### config.mk
export PLATFORM = sky130hd
export DESIGN_NAME = fp32_to_int32_flat
export DESIGN_NICKNAME = d
export VERILOG_FILES = /design/src/rtl/fp32_to_int32_pkg.sv /design/src/rtl/fp32_to_int32_if.sv /design/src/rtl/fp32_to_int32_align_shift_sticky.sv /design/src/rtl/fp32_to_int32.sv /design/src/flat_wrapper.sv
export SDC_FILE = /design/constraint.sdc
export NUM_CORES = 1
export LEC_CHECK = 0
export CORE_UTILIZATION = 30
export DETAILED_ROUTE_END_ITERATION = 8
export PLACE_DENSITY = 0.45
export SYNTH_ARGS = -nofsm -noshare
export SYNTH_HDL_FRONTEND = slang
export SYNTH_SLANG_ARGS = --single-unit
### constraint.sdc
create_clock -name clock -period 4.95 [get_ports clock]
set_clock_uncertainty 0.15 [all_clocks]
set_input_delay 0.495 -clock clock [delete_from_list [all_inputs] [get_ports clock]]
set_output_delay 0.495 -clock clock [all_outputs]
set_load 0.02 [all_outputs]
### src/rtl/fp32_to_int32_pkg.sv
// Shared binary32 field layout, rounding/class enums and the pipeline stage-1 record
// used by the float-to-integer conversion path.
package pkg_fpcvt;

    localparam int EXP_W   = 8;
    localparam int FRAC_W  = 23;
    localparam int MANT_W  = FRAC_W + 1;
    localparam int MAG_W   = 31;
    localparam int BIAS    = 127;

    localparam logic [EXP_W-1:0] EXP_SPECIAL  = 8'hFF;
    localparam logic [EXP_W-1:0] EXP_INT_MIN  = 8'(BIAS + 31);
    localparam logic [EXP_W-1:0] EXP_TINY_MAX = 8'(BIAS - 2);

    typedef enum logic {
        RNE = 1'b0,
        RTZ = 1'b1
    } rnd_mode_e;

    typedef enum logic [2:0] {
        CLS_NORM,
        CLS_TINY,
        CLS_NAN,
        CLS_INF,
        CLS_OVF,
        CLS_MIN
    } cls_e;

    typedef struct packed {
        logic             valid;
        logic             sign;
        cls_e             cls;
        logic [MAG_W-1:0] mag;
        logic             guard;
        logic             sticky;
        rnd_mode_e        rnd;
    } s1_t;

    // Aligner shift for a biased exponent: positive = left shift of the 24-bit mantissa.
    function automatic logic signed [5:0] align_shift(input logic [EXP_W-1:0] e);
        return $signed(6'(e - 8'(BIAS + FRAC_W)));
    endfunction

endpackage

### src/rtl/fp32_to_int32_if.sv
// Operand/result handshake bundle between the FP result bus and the integer writeback.
interface fp32_to_int32_if;

    logic        I_Valid;
    logic [31:0] I_Data;
    logic        I_RndMode;
    logic        O_Ready;
    logic        O_Valid;
    logic [31:0] O_Data;
    logic        O_Inexact;
    logic        O_Invalid;
    logic        I_Ready;

    modport slave (
        input  I_Valid, I_Data, I_RndMode, I_Ready,
        output O_Ready, O_Valid, O_Data, O_Inexact, O_Invalid
    );

    modport master (
        output I_Valid, I_Data, I_RndMode, I_Ready,
        input  O_Ready, O_Valid, O_Data, O_Inexact, O_Invalid
    );

endinterface

### src/rtl/fp32_to_int32_align_shift_sticky.sv
// Right/left aligns a 24-bit mantissa into a 31-bit magnitude, collecting guard and sticky.
// Latency: combinational.
// Backpressure: none.
module align_shift_sticky (
    input  logic [23:0]       mant,
    input  logic signed [5:0] shamt,
    output logic [30:0]       mag,
    output logic              guard,
    output logic              sticky
);

    logic [47:0] ext;
    logic [5:0]  rs;

    always_comb begin
        mag    = '0;
        guard  = 1'b0;
        sticky = 1'b0;
        ext    = '0;
        rs     = '0;
        if (!shamt[5]) begin
            mag = {7'b0, mant} << shamt[2:0];
        end else begin
            // Bits falling below the binary point land in the low half of ext.
            rs     = -shamt;
            ext    = {mant, 24'b0} >> rs;
            mag    = {7'b0, ext[47:24]};
            guard  = ext[23];
            sticky = |ext[22:0];
        end
    end

endmodule

### src/rtl/fp32_to_int32.sv
// Converts binary32 to saturating int32 with RNE/RTZ rounding and inexact/invalid flags.
// Latency: 2 cycles (classify+align, then round+sign).
// Backpressure: stalls stage 2 on !I_Ready; O_Ready drops only when both stages are full.
module fp32_to_int32
    import pkg_fpcvt::*;
#(
    parameter logic [31:0] NAN_VAL = 32'h7FFF_FFFF,
    parameter logic [31:0] POS_SAT = 32'h7FFF_FFFF,
    parameter logic [31:0] NEG_SAT = 32'h8000_0000
) (
    input  logic           clock,
    input  logic           reset,
    fp32_to_int32_if.slave io
);

    s1_t s1_q, s1_d;
    logic        o_valid_q,   o_valid_d;
    logic [31:0] o_data_q,    o_data_d;
    logic        o_inexact_q, o_inexact_d;
    logic        o_invalid_q, o_invalid_d;

    logic s2_adv, s1_adv;

    logic              sgn;
    logic [EXP_W-1:0]  exp_f;
    logic [FRAC_W-1:0] frac;
    logic [MANT_W-1:0] mant;
    logic signed [5:0] shamt;
    cls_e              cls;
    logic [MAG_W-1:0]  al_mag;
    logic              al_guard, al_sticky;

    logic [MAG_W-1:0]  rmag;
    logic              rinc;
    logic [31:0]       sres;

    assign sgn   = io.I_Data[31];
    assign exp_f = io.I_Data[30:23];
    assign frac  = io.I_Data[22:0];
    assign mant  = {exp_f != '0, frac};
    assign shamt = align_shift(exp_f);

    align_shift_sticky u_align (
        .mant   (mant),
        .shamt  (shamt),
        .mag    (al_mag),
        .guard  (al_guard),
        .sticky (al_sticky)
    );

    always_comb begin
        s2_adv = !o_valid_q || io.I_Ready;
        s1_adv = s2_adv || !s1_q.valid;
    end

    always_comb begin
        cls = CLS_NORM;
        if (exp_f == EXP_SPECIAL && frac != '0)                 cls = CLS_NAN;
        else if (exp_f == EXP_SPECIAL)                          cls = CLS_INF;
        else if (sgn && exp_f == EXP_INT_MIN && frac == '0)     cls = CLS_MIN;
        else if (exp_f >= EXP_INT_MIN)                          cls = CLS_OVF;
        else if (exp_f <= EXP_TINY_MAX)                         cls = CLS_TINY;
    end

    always_comb begin
        s1_d = s1_q;
        if (s1_adv) begin
            s1_d.valid  = io.I_Valid;
            s1_d.sign   = sgn;
            s1_d.cls    = cls;
            s1_d.rnd    = rnd_mode_e'(io.I_RndMode);
            s1_d.mag    = '0;
            s1_d.guard  = 1'b0;
            s1_d.sticky = 1'b0;
            if (cls == CLS_NORM) begin
                s1_d.mag    = al_mag;
                s1_d.guard  = al_guard;
                s1_d.sticky = al_sticky;
            end else if (cls == CLS_TINY) begin
                // Below 0.5 the guard is always clear; 0.5..1.0 goes through the aligner.
                s1_d.sticky = (exp_f != '0) || (frac != '0);
            end
        end
    end

    always_comb begin
        rinc = (s1_q.rnd == RNE) && s1_q.guard && (s1_q.sticky || s1_q.mag[0]);
        rmag = s1_q.mag + MAG_W'(rinc);
        sres = s1_q.sign ? -{1'b0, rmag} : {1'b0, rmag};

        o_valid_d   = o_valid_q;
        o_data_d    = o_data_q;
        o_inexact_d = o_inexact_q;
        o_invalid_d = o_invalid_q;
        if (s2_adv) begin
            o_valid_d = s1_q.valid;
            if (s1_q.valid) begin
                o_inexact_d = 1'b0;
                o_invalid_d = 1'b0;
                unique case (s1_q.cls)
                    CLS_NAN: begin
                        o_data_d    = NAN_VAL;
                        o_invalid_d = 1'b1;
                    end
                    CLS_INF, CLS_OVF: begin
                        o_data_d    = s1_q.sign ? NEG_SAT : POS_SAT;
                        o_invalid_d = 1'b1;
                    end
                    CLS_MIN: o_data_d = NEG_SAT;
                    default: begin
                        o_data_d    = sres;
                        o_inexact_d = s1_q.guard || s1_q.sticky;
                    end
                endcase
            end
        end
    end

    always_ff @(posedge clock or negedge reset) begin
        if (!reset) begin
            s1_q        <= '0;
            o_valid_q   <= 1'b0;
            o_data_q    <= '0;
            o_inexact_q <= 1'b0;
            o_invalid_q <= 1'b0;
        end else begin
            s1_q        <= s1_d;
            o_valid_q   <= o_valid_d;
            o_data_q    <= o_data_d;
            o_inexact_q <= o_inexact_d;
            o_invalid_q <= o_invalid_d;
        end
    end

    assign io.O_Ready   = s1_adv;
    assign io.O_Valid   = o_valid_q;
    assign io.O_Data    = o_data_q;
    assign io.O_Inexact = o_inexact_q;
    assign io.O_Invalid = o_invalid_q;

endmodule

### src/flat_wrapper.sv
// flat-port wrapper written by rule: the top's interface ports become plain ports
module fp32_to_int32_flat import pkg_fpcvt::*;
#(
    parameter logic [31:0] NAN_VAL = 32'h7FFF_FFFF,
    parameter logic [31:0] POS_SAT = 32'h7FFF_FFFF,
    parameter logic [31:0] NEG_SAT = 32'h8000_0000
)
  (clock, reset, io_I_Valid, io_I_Data, io_I_RndMode, io_I_Ready, io_O_Ready, io_O_Valid, io_O_Data, io_O_Inexact, io_O_Invalid);
  fp32_to_int32_if io_i ();
  input  logic clock;
  input  logic reset;
  input wire logic [$bits(io_i.I_Valid)-1:0] io_I_Valid;
  input wire logic [$bits(io_i.I_Data)-1:0] io_I_Data;
  input wire logic [$bits(io_i.I_RndMode)-1:0] io_I_RndMode;
  input wire logic [$bits(io_i.I_Ready)-1:0] io_I_Ready;
  output wire logic [$bits(io_i.O_Ready)-1:0] io_O_Ready;
  output wire logic [$bits(io_i.O_Valid)-1:0] io_O_Valid;
  output wire logic [$bits(io_i.O_Data)-1:0] io_O_Data;
  output wire logic [$bits(io_i.O_Inexact)-1:0] io_O_Inexact;
  output wire logic [$bits(io_i.O_Invalid)-1:0] io_O_Invalid;
  assign io_i.I_Valid = io_I_Valid;
  assign io_i.I_Data = io_I_Data;
  assign io_i.I_RndMode = io_I_RndMode;
  assign io_i.I_Ready = io_I_Ready;
  assign io_O_Ready = io_i.O_Ready;
  assign io_O_Valid = io_i.O_Valid;
  assign io_O_Data = io_i.O_Data;
  assign io_O_Inexact = io_i.O_Inexact;
  assign io_O_Invalid = io_i.O_Invalid;
  fp32_to_int32 #(.NAN_VAL(NAN_VAL), .POS_SAT(POS_SAT), .NEG_SAT(NEG_SAT)) u_core (.clock(clock), .reset(reset), .io(io_i));
endmodule
==> flow_metrics.py <==
metrics = {
    "timing": {
        "rsz0062_at_grt": "false",
        "fmax_mhz": 242,
        "tns_ns": 0,
        "hold_viol": 0,
        "finalMaxSlewViolations": 0,
        "tightest_slew_ns": 0.961,
        "fin_crit_sh_pct": 83.6,
        "finalSetupViolations": 0,
        "slew_headroom_pct": 35.9,
        "min_period_ns": 4.14,
    },
    "finish": {
        "layout_commonest_cell": "nand2_1",
        "nets": 1048,
        "layout_common_cells": "nand2_1 (103), nor2_1 (94), dfrtp_1 (74)",
        "antenna_cells": 0,
        "drive_above_1_share_pct": 9.65,
        "final_area_um2": 8940,
        "final_util_pct": 35.5,
        "area_delta_synth_final_pct": 16.4,
    },
    "synth": {
        "syn-cell-area_um2": 7680,
        "async_flop_share_pct": 100,
        "ys_seq_area_share_pct": 24.1,
        "syn_avg_cell_area_um2": 7.90,
        "synthFlopType": "dfrtp_1",
        "ys_types": 78,
        "synth-edff-count": 0,
        "synth-seq-cells": 74,
        "mappedNetlistNets": 1020,
        "ys.warnings.count": 0,
        "syn_inst": 972,
    },
    "pwr": {
        "seq_power_share_pct": 29.9,
        "peakVddDrop_mv": 0.137,
        "swShare_pct": 40.1,
        "cellInternalPower_mw": 1.62,
        "power.switching_mw": 1.08,
        "power_leakage_nw": 3.45,
        "power_frac_comb_pct": 47.1,
        "p_total_mw": 2.70,
        "p_per_area_nw_per_um2": 302,
        "clockPowerShare_pct": 23.0,
    },
    "grt": {
        "grt_pass1_vias": 6907,
        "grt-ovfl-total": 0,
        "antenna_found_initial": 0,
        "grtUsageTotal_pct": 18.6,
        "grt_pass1_wl_mm": 39.4,
        "grt_max_degree": 75,
    },
    "worst_setup_path": {
        "criticalPathCategory": "flip-flop to flip-flop",
        "cp-startpoint": "u_core.s1_q[1]$_DFFE_PN0P_",
        "r2r_cells": 11,
        "crit_arrival_ns": 4.21,
        "worst_ep_required_time_ns": 5.02,
        "regToRegSetupSlack_ns": 0.81,
        "crit_fanout": 12,
        "reg2reg_from": "u_core.s1_q[1]$_DFFE_PN0P_",
        "end_kind": "flip-flop",
        "cp-start-kind": "flip-flop",
        "r2r-end": "u_core.io.O_Data[28]$_DFFE_PN0P_",
    },
    "cts": {
        "clock_sinks": 74,
        "cts_root_buf": "clkbuf_16",
        "htree_levels": 3,
        "cts_setup_buffers": 0,
        "clk_path_buf_depth": 2,
        "clkTransAtPathRegs_ns": 0.06,
        "hold_buffers": 0,
        "cts_buffers": 9,
        "cts_tree": "built",
        "clock_latency_ns": 0.33,
        "post_cts_resized": 0,
    },
    "placed_design": {
        "dpl_cell_area_um2": 8650,
        "portBuffers": 72,
        "gp_congestion": 0.881,
        "dp_hpwl_mm": 18.6,
    },
    "detailed_routing": {
        "first_pass_iters": 5,
        "wl_per_cell_um": 18.1,
        "dr.first_iter.drc_count": 492,
        "drt_wl_total_mm": 24.1,
        "vias": 7270,
        "ant_nets": 0,
        "via_per_inst": 5.45,
        "drc": 0,
    },
    "floorplan": {
        "initial_core_util_pct": 30.5,
        "design.core.area_um2": 25200,
        "num_io_pins": 73,
        "die_x_um": 162,
        "dieArea_um2": 26200,
        "row_count": 58,
        "die_h_um": 162,
    },
    "run": {
        "cap_violations": 0,
    },
    "hold_path": {
        "hold_class": "primary input to asynchronous set/reset pin",
    },
    "run_status": {
        "status": "completed",
    },
}
-- cell type report --
type,instances,area (µm²)
clock inverter,3,23.8
tap,330,413
clock buffer,13,260
sequential,74,1850
fill,2639,16200
timing repair buffer,91,851
multi-input combinational,807,5470
inverter,17,63.8
-- state kept, by name, indices dropped and copies added, names as in the netlist --
name and flops:
u_core.io.O_Data 32, u_core.io.O_Inexact 1, u_core.io.O_Valid 1, u_core.io.O_Invalid 1, u_core.s1_q 39
-- layer usage --
layer | vias up | global-route usage (%) | routed length (µm)
li1 | 3664 | - | -
met2 | 169 | 29.4 | 10900
met3 | 23 | 1.61 | 737
met1 | 3414 | 27.2 | 12100
met5 | - | 0 | 0
met4 | 0 | 4.55 | 367
-- how the worst max path moves through the flow --
stage	depth (start not counted)	endpoint
after floorplan	15	u_core.s1_q[1]$_DFFE_PN0P_
final	11	u_core.io.O_Data[28]$_DFFE_PN0P_
after CTS	11	u_core.io.O_Data[28]$_DFFE_PN0P_
after global placement	12	u_core.io.O_Data[25]$_DFFE_PN0P_
after detailed placement	11	u_core.io.O_Data[28]$_DFFE_PN0P_
after global routing	12	u_core.io.O_Data[31]$_DFFE_PN0P_
-- power groups by stage --
stage               clock [mW]  combinational (mW)  sequential, mW
floorplan                    0               0.764           0.873
detailed placement           0                1.27           0.820
CTS                      0.638                1.27           0.809
global route             0.660                1.39           0.825
global placement             0                1.28           0.818
finish                   0.622                1.27           0.809
-- critical path, stage by stage, from the launching register on --
cell and delay (ns):
dfrtp_1 0.38, nor2_1 0.06, nor3b_1 0.18, ha_1 0.30
ha_1 0.40, and4_1 0.48, nand4_1 0.19, a221oi_2 0.54
nand4_1 0.30, nor4_1 0.52, mux2i_1 0.16, o32a_1 0.36
-- synth_stat cells (11+ instances only) --
master    count  area, µm²
and3_1       12       75.1
and2_1       13       81.3
nor4_1       11       68.8
mux4_2       15        338
a31oi_1      18        113
nor3_1       30        150
a21oi_1      67        335
clkbuf_1     46        173
nand4_1      21        131
inv_1        14       52.6
xor2_1       20        175
o21ai_0      65        325
nor2_1       95        357
ha_1         11        138
nand2_1     103        387
xnor2_1      39        342
nand3_1      29        145
mux2i_1      55        551
buf_2        14       70.1
mux2_2       21        236
dfrtp_1      74       1850
-- metrics by stage --
step / hold slack, ns / setup slack [ns] / cells
2_1_floorplan: 0.0494 / 0.901 / 972
3_3_place_gp: 0.310 / 0.882 / 1319
3_5_place_dp: 0.319 / 0.802 / 1319
4_1_cts: 0.206 / 0.802 / 1335
5_1_grt: 0.256 / 0.422 / 1335
6_report: 0.169 / 0.814 / 1335
-- logic make-up after synthesis --
kind of cell	Yosys count	share of synthesized area, %
adder cells (fa/ha/maj)	11	1.79
buffers and inverters	91	4.84
flip-flops	74	24.1
XOR/XNOR	59	6.73
AND/OR/NAND/NOR	389	26.0
multiplexers	91	14.6
AO/OA/AOI/OAI	257	21.9
Power figures use the tool's default switching activity.
